<file path="src/rtl/mdpath_p.sv">
`default_nettype none
// ============================================================================
//  Module      : mdpath_p
//  Description : Multi-cycle MIPS-style datapath. Holds PC, IR, MDR, A, B,
//                ALUOut and an NREG x 32 register file. The control unit
//                drives every strobe and select from outside. MIO_ready acts
//                as a global enable that freezes all state while low.
//  Revision    : 1.0 - initial release
// ============================================================================
module mdpath_p #(
    parameter int          NREG     = 32,
    parameter logic [31:0] RESET_PC = 32'h0000_0000,
    parameter int          LINK_REG = 31
) (
    input  logic        clk,
    input  logic        reset,          // asynchronous, active low
    input  logic        MIO_ready,
    input  logic        IorD,
    input  logic        IRWrite,
    input  logic        RegWrite,
    input  logic        ALUSrcA,
    input  logic        PCWrite,
    input  logic        PCWriteCond,
    input  logic        Branch,
    input  logic        ExtSel,
    input  logic [1:0]  RegDst,
    input  logic [1:0]  MemtoReg,
    input  logic [1:0]  ALUSrcB,
    input  logic [1:0]  PCSource,
    input  logic [2:0]  ALU_operation,
    input  logic [31:0] data2CPU,
    output logic [31:0] PC_Current,
    output logic [31:0] Inst,
    output logic [31:0] data_out,
    output logic [31:0] M_addr,
    output logic        zero,
    output logic        overflow
);

    // Register-file address width; NREG is restricted to powers of two.
    localparam int              c_aw   = $clog2(NREG);
    localparam logic [c_aw-1:0] c_link = LINK_REG[c_aw-1:0];

    // Architectural state
    logic [31:0] r_pc;
    logic [31:0] r_ir;
    logic [31:0] r_mdr;
    logic [31:0] r_a;
    logic [31:0] r_b;
    logic [31:0] r_aluout;
    logic [31:0] r_rf [NREG];

    // Combinational datapath
    logic            w_en;
    logic [c_aw-1:0] w_ra;
    logic [c_aw-1:0] w_rb;
    logic [c_aw-1:0] w_wa;
    logic [31:0]     w_rd_a;
    logic [31:0]     w_rd_b;
    logic [31:0]     w_wd;
    logic [31:0]     w_imm;
    logic [31:0]     w_alu_a;
    logic [31:0]     w_alu_b;
    logic [31:0]     w_sum;
    logic [31:0]     w_diff;
    logic [31:0]     w_alu_res;
    logic            w_ovf;
    logic            w_zero;
    logic            w_pc_ld;
    logic [31:0]     w_pc_next;

    assign w_en = MIO_ready;

    // Read ports index with the low bits of rs/rt; r0 is hardwired to zero.
    assign w_ra   = r_ir[21 +: c_aw];
    assign w_rb   = r_ir[16 +: c_aw];
    assign w_rd_a = (w_ra == '0) ? 32'h0 : r_rf[w_ra];
    assign w_rd_b = (w_rb == '0) ? 32'h0 : r_rf[w_rb];

    // Immediate extension: ExtSel=1 zero-extends (logical ops), else sign-extends.
    assign w_imm = ExtSel ? {16'h0000, r_ir[15:0]} : {{16{r_ir[15]}}, r_ir[15:0]};

    // Destination register select (rt, rd, link register).
    always_comb begin
        w_wa = r_ir[16 +: c_aw];
        case (RegDst)
            2'd0:    w_wa = r_ir[16 +: c_aw];
            2'd1:    w_wa = r_ir[11 +: c_aw];
            2'd2:    w_wa = c_link;
            default: w_wa = r_ir[16 +: c_aw];
        endcase
    end

    // Write-back data select (ALU result, load data, lui, link address).
    always_comb begin
        w_wd = r_aluout;
        case (MemtoReg)
            2'd0:    w_wd = r_aluout;
            2'd1:    w_wd = r_mdr;
            2'd2:    w_wd = {r_ir[15:0], 16'h0000};
            default: w_wd = r_pc;
        endcase
    end

    // ALU operand selection.
    always_comb begin
        w_alu_a = ALUSrcA ? r_a : r_pc;
        w_alu_b = r_b;
        case (ALUSrcB)
            2'd0:    w_alu_b = r_b;
            2'd1:    w_alu_b = 32'd4;
            2'd2:    w_alu_b = w_imm;
            default: w_alu_b = {w_imm[29:0], 2'b00};
        endcase
    end

    assign w_sum  = w_alu_a + w_alu_b;
    assign w_diff = w_alu_a - w_alu_b;

    // ALU function and signed-overflow detection (ADD/SUB only).
    always_comb begin
        w_alu_res = 32'h0;
        w_ovf     = 1'b0;
        case (ALU_operation)
            3'b000: w_alu_res = w_alu_a & w_alu_b;
            3'b001: w_alu_res = w_alu_a | w_alu_b;
            3'b010: begin
                w_alu_res = w_sum;
                w_ovf     = (w_alu_a[31] == w_alu_b[31]) && (w_sum[31] != w_alu_a[31]);
            end
            3'b011: w_alu_res = w_alu_a ^ w_alu_b;
            3'b100: w_alu_res = ~(w_alu_a | w_alu_b);
            3'b101: w_alu_res = w_alu_b >> w_alu_a[4:0];
            3'b110: begin
                w_alu_res = w_diff;
                w_ovf     = (w_alu_a[31] != w_alu_b[31]) && (w_diff[31] != w_alu_a[31]);
            end
            default: w_alu_res = {31'h0, ($signed(w_alu_a) < $signed(w_alu_b))};
        endcase
    end

    assign w_zero = (w_alu_res == 32'h0);

    // Next-PC source and load condition (beq when Branch=1, bne when Branch=0).
    always_comb begin
        w_pc_next = w_alu_res;
        case (PCSource)
            2'd0:    w_pc_next = w_alu_res;
            2'd1:    w_pc_next = r_aluout;
            2'd2:    w_pc_next = {r_pc[31:28], r_ir[25:0], 2'b00};
            default: w_pc_next = r_a;
        endcase
        w_pc_ld = PCWrite || (PCWriteCond && (Branch ? w_zero : !w_zero));
    end

    // Datapath registers; everything holds while the memory is not ready.
    always_ff @(posedge clk or negedge reset) begin
        if (!reset) begin
            r_pc     <= RESET_PC;
            r_ir     <= 32'h0;
            r_mdr    <= 32'h0;
            r_a      <= 32'h0;
            r_b      <= 32'h0;
            r_aluout <= 32'h0;
        end else if (w_en) begin
            if (w_pc_ld) begin
                r_pc <= w_pc_next;
            end
            if (IRWrite) begin
                r_ir <= data2CPU;
            end
            r_mdr    <= data2CPU;
            r_a      <= w_rd_a;
            r_b      <= w_rd_b;
            r_aluout <= w_alu_res;
        end
    end

    // Register file write port; A/B sample the pre-write contents on the same edge.
    always_ff @(posedge clk or negedge reset) begin
        if (!reset) begin
            for (int i = 0; i < NREG; i++) begin
                r_rf[i] <= 32'h0;
            end
        end else if (w_en && RegWrite && (w_wa != '0)) begin
            r_rf[w_wa] <= w_wd;
        end
    end

    assign PC_Current = r_pc;
    assign Inst       = r_ir;
    assign data_out   = r_b;
    assign M_addr     = IorD ? r_aluout : r_pc;
    assign zero       = w_zero;
    assign overflow   = w_ovf;

endmodule
`default_nettype wire

</file>
<file path="config.mk">
export PLATFORM = sky130hd
export DESIGN_NAME = mdpath_p
export DESIGN_NICKNAME = d
export VERILOG_FILES = /design/src/rtl/mdpath_p.sv
export SDC_FILE = /design/constraint.sdc
export NUM_CORES = 2
export LEC_CHECK = 0
export ABC_AREA = 1
export BUFFER_PORTS_ARGS = -buffer_cell sky130_fd_sc_hd__buf_2
export CAP_MARGIN = 10
export CORE_ASPECT_RATIO = 0.75
export CORE_UTILIZATION = 42
export CTS_BUF_LIST = sky130_fd_sc_hd__clkbuf_8 sky130_fd_sc_hd__clkbuf_16
export CTS_CLUSTER_SIZE = 28
export DETAILED_ROUTE_END_ITERATION = 6
export PLACE_DENSITY = 0.56
export SLEW_MARGIN = 20
export SYNTH_ARGS = -nofsm -noshare
export SYNTH_HDL_FRONTEND = slang
export SYNTH_SLANG_ARGS = --single-unit
export TNS_END_PERCENT = 100
</file>
<file path="constraint.sdc">
create_clock -name clk -period 7.95 [get_ports clk]
set_clock_uncertainty 0.15 [all_clocks]
set_input_delay 2.385 -clock clk [delete_from_list [all_inputs] [get_ports clk]]
set_output_delay 2.385 -clock clk [all_outputs]
set_load 0.005 [all_outputs]
</file>
**Yosys cells after proc, flatten, opt, wreduce, memory -nomap -nowiden**

Index checks and enable logic that the tools add are counted.

- Shift-type cells: 1
- $add $sub $neg: 2
- Muxes and demuxes: 21
- Reduce and logical (&&, ||, !) cells: 19
- Bitwise logic cells: 8
- Equal/unequal tests: 18
- $lt $le $gt $ge: 5

Operators by type and width:

| kind | number |
|---|---|
| $bwmux 1024 | 1 |
| $bmux 32 s5 | 2 |
| $mux 32 | 10 |
| $pmux 32 s3 | 3 |
| $pmux 32 s7 | 1 |
| $demux 32 s5 | 1 |
| $add 32x32->32 | 1 |
| $and 32x32->32 | 1 |
| $logic_not 32->1 | 1 |
| $lt 32x32->1 | 1 |
| $not 32->32 | 1 |
| $or 32x32->32 | 1 |
| $shr 32x5->32 | 1 |
| $sub 32x32->32 | 1 |
| $xor 32x32->32 | 1 |
| $ge 6x6->1 const B | 3 |
| $not 5->6 | 3 |
| $logic_not 5->1 | 2 |
| $pmux 5 s2 | 1 |
| $eq 3x3->1 const B | 3 |
| $eq 2x1->1 const B | 4 |
| $eq 2x2->1 const B | 4 |
| $eq 3x2->1 const B | 2 |
| $logic_and 1x1->1 | 6 |
| 14 further kinds | 19 |

- Word-level logic and storage cells: 113
- Input port bits: 54
- Bits in registers: 1216

**Depth between registers and ports, before layout**

- Word-level depth: 11
- Gate-level depth with buffers: 36
- Mapped depth without buffers: 32

**Worst setup path after synthesis**

OpenSTA, ideal clock, no wires.

- Kind: input -> output
- Start: input ALUSrcA
- End: output zero
- Path buffers: 4
- Stages: 26
- Setup slack: 0.289 ns
- Required time: 5.415 ns
- Arrival: 5.126 ns
- Path through: buf_6 > buf_4 > nand2_1 > o21ai_2 > clkinv_1 > clkbuf_1 > ha_1 > clkbuf_2 > inv_1 > nor3_1 > nand2_1 > nand2_1 > nand2_1 > nand2_1 > nand2_1 > nand2_1 > nand2_1 > nand3_1 > nand2_1 > nor2_2 > nand2_1 > nor2_1 > nand2_1 > nor2_1 > nand3_1 > inv_1

- Word-level cells in the longest chain between the ends: 5
- Elaborated cells between the ends (all ways): 11
- Classes of those cells: 2 x add/sub; 1 x order compare; 1 x shift; 2 x mux; 4 x bitwise; 1 x reduce/logical

RTL lines:

| item | line | source |
|---|---|---|
| from (decl) | 21 | `input logic ALUSrcA,` |
| $mux 32 (*) | 107 | `w_alu_a = ALUSrcA ? r_a : r_pc;` |
| branches (longest 2 deep; another with $sub 32x32->32) | -- |  |
| $pmux 32 s7 (*) | 124 | `case (ALU_operation)` |
| $logic_not 32->1 (*) | 142 | `assign w_zero = (w_alu_res == 32'h0);` |
| to (decl) | 36 | `output logic zero,` |

Every way passes the cells marked *.

**Final worst setup path**

Ends and elaborated chain as after synthesis.

==> flow_results.org <==
** Layout
- Number of fillers in the final layout :: 17.1k
- Final core utilization :: 50.3%
- After the last flow step, the layout net total stands at 10.8k.
- Fraction of final layout cells sized beyond drive strength 1 :: 15.4%
- Relative to the synthesized area, the layout overhead comes to 18.9%.

** Synth
- Post-Synthesis Net Count :: 10.6k
- The cell area that synthesis handed to floorplanning was 0.0730 mm2.
- The synthesized design contains 1216 register bits.
- Post-synthesis cell type with the largest combined area :: sky130_fd_sc_hd__dfrtp_1
- Sorting the synthesized cells by how often they occur yields 2416 x sky130_fd_sc_hd__nand2_1, 1981 x sky130_fd_sc_hd__o21ai_0, 1216 x sky130_fd_sc_hd__dfrtp_1.
- Counting flops with a built-in enable in the synthesized netlist gives 0.
- The most common cell in the synthesized netlist is sky130_fd_sc_hd__nand2_1.
- Flip-flop cell with the highest count after synthesis :: sky130_fd_sc_hd__dfrtp_1
- Dividing the synthesized area by the synthesized cell count gives 7.00 um2.
- Sequential elements use 41.7% of the synthesized area.
- Proportion of register bits with asynchronous set or reset after synthesis :: 100%
- During synthesis, Yosys emitted a total of 0 warnings.
- Sorting the synthesized cells by area gives the leading types as sky130_fd_sc_hd__dfrtp_1 42%, sky130_fd_sc_hd__o21ai_0 14%, sky130_fd_sc_hd__nand2_1 12%.
- Share of the synthesized area in the top cell type :: 41.7%
- Instance count of the mapped netlist :: 10.4k
- The synthesized netlist contains 52 unique library cells.

** Global routing
- Summed over all layers, the global routing overflow is 0.
- The number of antenna violations at the first check in global routing was 20.
- The via count of the first global-routing pass came to 71.8k.
- Overall track demand over capacity in global routing :: 40.7%
- Entering global routing, the biggest net connects 191 pins.
- Wire length of the first global-routing pass :: 521000 um

** STA
- Hold slack :: 0.232 ns
- Slew Viols, Final :: 0
- Relative slew slack :: 18.7%
- For the pin with the worst max-slew slack, the measured transition is 1.20 ns.
- The hold violation total from the final report came to 0.
- Derived from the worst setup path, the maximum achievable clock frequency is 0.120 GHz.
- Setup violations remaining at the end of the flow were counted as 1.
- Minimum clock period :: 8.32 ns
- Setup repair after global routing could not meet its margin everywhere.
- Final Worst Setup Slack :: -0.373 ns
- Final worst path period share :: 105%

** Detailed routing
- Count of unresolved DRC violations after routing :: 1
- Dividing the detail-routed wire length by the instance count gives 28.0 um.
- Number of routed nets with antenna violations :: 0
- The routed layout has 78.9k vias.
- For this block, the initial DRC count from the detailed router was 11.7k.
- After detailed routing, the number of vias per cell comes to 6.05.
- Detailed-router iteration count before antenna repair :: 7
- WL final :: 365000 um

** Worst setup path
- By startpoint and endpoint, the worst setup path is classified as in -> out.
- Worst endpoint data arrival time :: 5.79 ns
- For flop-to-flop paths, the worst setup slack is 2.52 ns.
- Critical path capture point type :: output port
- Required time at the endpoint of the critical path :: 5.41 ns
- STA classifies the critical path startpoint as a primary input.
- Along the worst path, the maximum fanout reaches 13.

** Placed design
- Detailed placement ended at an HPWL of 239000 um.
- At the placement stage, the worst setup path has a slack of -1.75 ns.
- Final Wtd Congestion :: 1.06
- IO buf count :: 183

** CTS
- Clk_lat worst skew :: 0.83 ns
- Clock tree from TritonCTS :: done
- The H-tree was split into 4 levels.
- Maximum root-to-sink buffer count :: 3
- After clock tree synthesis, the clock-pin slew on the worst setup and hold paths is 0.07 ns.
- The root buffer cell chosen for the clock tree is sky130_fd_sc_hd__clkbuf_16.
- Number of buffers added by the clock tree synthesis step :: 135
- The clock drives 1216 sinks.

** Power
- Peak supply drop :: 0.000225 V
- Switching fraction of total power :: 42.0%
- The share of total power dissipated in the clock network is 24.6%.
- Summed over all nets, the switching power comes to 11.5 mW.
- Per report_power, the combinational group accounts for 40.6% of the total.
- Overall power consumption after layout is estimated at 27.3 mW.
- The internal portion of the total power is 15.8 mW.
- In this run the static leakage power is 40.0 nW.
- Power spread over the standard cell area amounts to 315 mW/mm2.
- Registers are responsible for 34.8% of the overall power.

** Floorplanning
- From bottom edge to top edge, the die measures 363 um.
- The floorplan has 132 rows.
- For this design the top-level I/O count stands at 184.
- Full die area :: 0.175 mm2
- Starting density of the core :: 42.3%
- Area of the placeable core :: 0.173 mm2
- Width of the chip :: 483 um

** Run
- Total of max-cap violations :: 0

** Outcome
- Violated checks :: design-rule violations, negative setup slack
- Result of the run :: complete, but fails checks

** Hold path
- The worst hold path belongs to the class reg -> reg.
-- registers in the layout, indices dropped and copies added (netlist names) --
| name | count |
|---|---|
| r_rf | 1024 |
| Inst | 32 |
| PC_Current | 32 |
| data_out | 32 |
| r_a | 32 |
| r_aluout | 32 |
| r_mdr | 32 |
-- metal layers --
metal / share of wire [%] / global-route usage (%)
met1: 42 / 57.7
met5: 0.043 / 0
met4: 5.4 / 20.0
met2: 41 / 57.1
met3: 12 / 10.3
-- power by group through the flow --
stage	sequential [mW]	clock [mW]	combinational, mW
2_1_floorplan	9.00	0	5.94
3_3_place_gp	9.46	0	10.1
3_5_place_dp	9.49	0	10.2
4_1_cts	9.41	6.78	10.6
5_1_grt	9.67	7.03	12.1
6_report	9.49	6.72	11.1
-- cell type report --
cell class | count | area (um2) | area share (%)
Sequential cell | 1216 | 30500 | 35.1
Clock inverter | 80 | 903 | 1.04
Timing Repair Buffer | 953 | 7440 | 8.57
Clock buffer | 165 | 3800 | 4.38
Timing Repair inverter | 1 | 7.51 | 0.00865
Antenna cell | 9 | 22.5 | 0.0260
Inverter | 979 | 3700 | 4.27
Tap cell | 2278 | 2850 | 3.29
Multi-Input combinational cell | 7352 | 37600 | 43.3
-- worst max-delay path: stages --
cell                      delay (ns)
sky130_fd_sc_hd__buf_12         0.14
sky130_fd_sc_hd__o21ai_1        0.43
sky130_fd_sc_hd__inv_1          0.19
sky130_fd_sc_hd__ha_4           0.38
sky130_fd_sc_hd__nand2_1        0.12
sky130_fd_sc_hd__nor2_4         0.13
sky130_fd_sc_hd__inv_2          0.06
sky130_fd_sc_hd__buf_4          0.14
sky130_fd_sc_hd__nor2_4         0.14
sky130_fd_sc_hd__nand4_1        0.19
sky130_fd_sc_hd__nand3_1        0.14
sky130_fd_sc_hd__nand2_1        0.07
sky130_fd_sc_hd__nand3_2        0.11
sky130_fd_sc_hd__nand3_4        0.11
sky130_fd_sc_hd__nor2_4         0.13
sky130_fd_sc_hd__nand2_2        0.07
sky130_fd_sc_hd__nor2_4         0.14
sky130_fd_sc_hd__nand2_2        0.09
sky130_fd_sc_hd__nor2_4         0.17
sky130_fd_sc_hd__buf_6          0.14
sky130_fd_sc_hd__nand3_4        0.11
sky130_fd_sc_hd__inv_2          0.08
sky130_fd_sc_hd__buf_6          0.09
-- final timing paths --
kind | start | end | cells past startpoint
max | ALUSrcA | zero | 23
min | r_rf[1006]$_DFFE_PN0P_ | r_rf[1006]$_DFFE_PN0P_ | 0
max reg2reg | Inst[16]$_DFFE_PN0P_ | r_rf[426]$_DFFE_PN0P_ | 13
min reg2reg | r_rf[1006]$_DFFE_PN0P_ | r_rf[1006]$_DFFE_PN0P_ | 0
max in group asynchronous | reset | r_rf[344]$_DFFE_PN0P_ | 2
min in group asynchronous | reset | r_rf[562]$_DFFE_PN0P_ | 1
-- cells in the final DEF (no fill, tap or decap), drive strengths merged, types with 27 or more instances in the layout --
master  netlist  routed
buf         140     949
inv         965     991
dfrtp      1216    1216
a21oi       757     757
nor2        653     653
nand3       672     672
clkinv       14      55
o21ai      1991    1991
o211ai      289     289
a32o         27      27
nor3         31      31
clkbuf      734     167
nand2      2421    2421
o22ai       125     125
a221oi       34      34
ha          102     102
nand4       147     147
-- stage by stage --
stage,cells,TNS (ns),cell area [um2]
floorplan,10421,0,73000
global placement,12737,-13.55,79700
detailed placement,12737,-9.78,79700
CTS,13006,-0.318,85800
global route,13027,-0.441,86700
finish,13033,-0.373,86700
-- logic make-up (layout without fill, tap and decap cells) --
kind of cell / Yosys count / count (layout) / share of synthesized area [%]
compound gates: 3295 / 3295 / 24.5
xor+xnor: 8 / 8 / 0.0960
fa+ha+maj: 104 / 104 / 1.80
buf+inv: 1853 / 2178 / 9.72
flops: 1216 / 1216 / 41.7
mux: 6 / 6 / 0.0926
other cells: 0 / 9 / 0
simple gates: 3939 / 3939 / 22.1
-- what timing repair did --
action | CTS | global route
buffers inserted | 20 | 16
pin swaps | 48 | 95
gates cloned | 4 | 2
hold buffers | 0 | 0
endpoints found under the setup margin | 2 | 2
resized for setup | 313 | 225
Power figures use the tool's default switching activity.
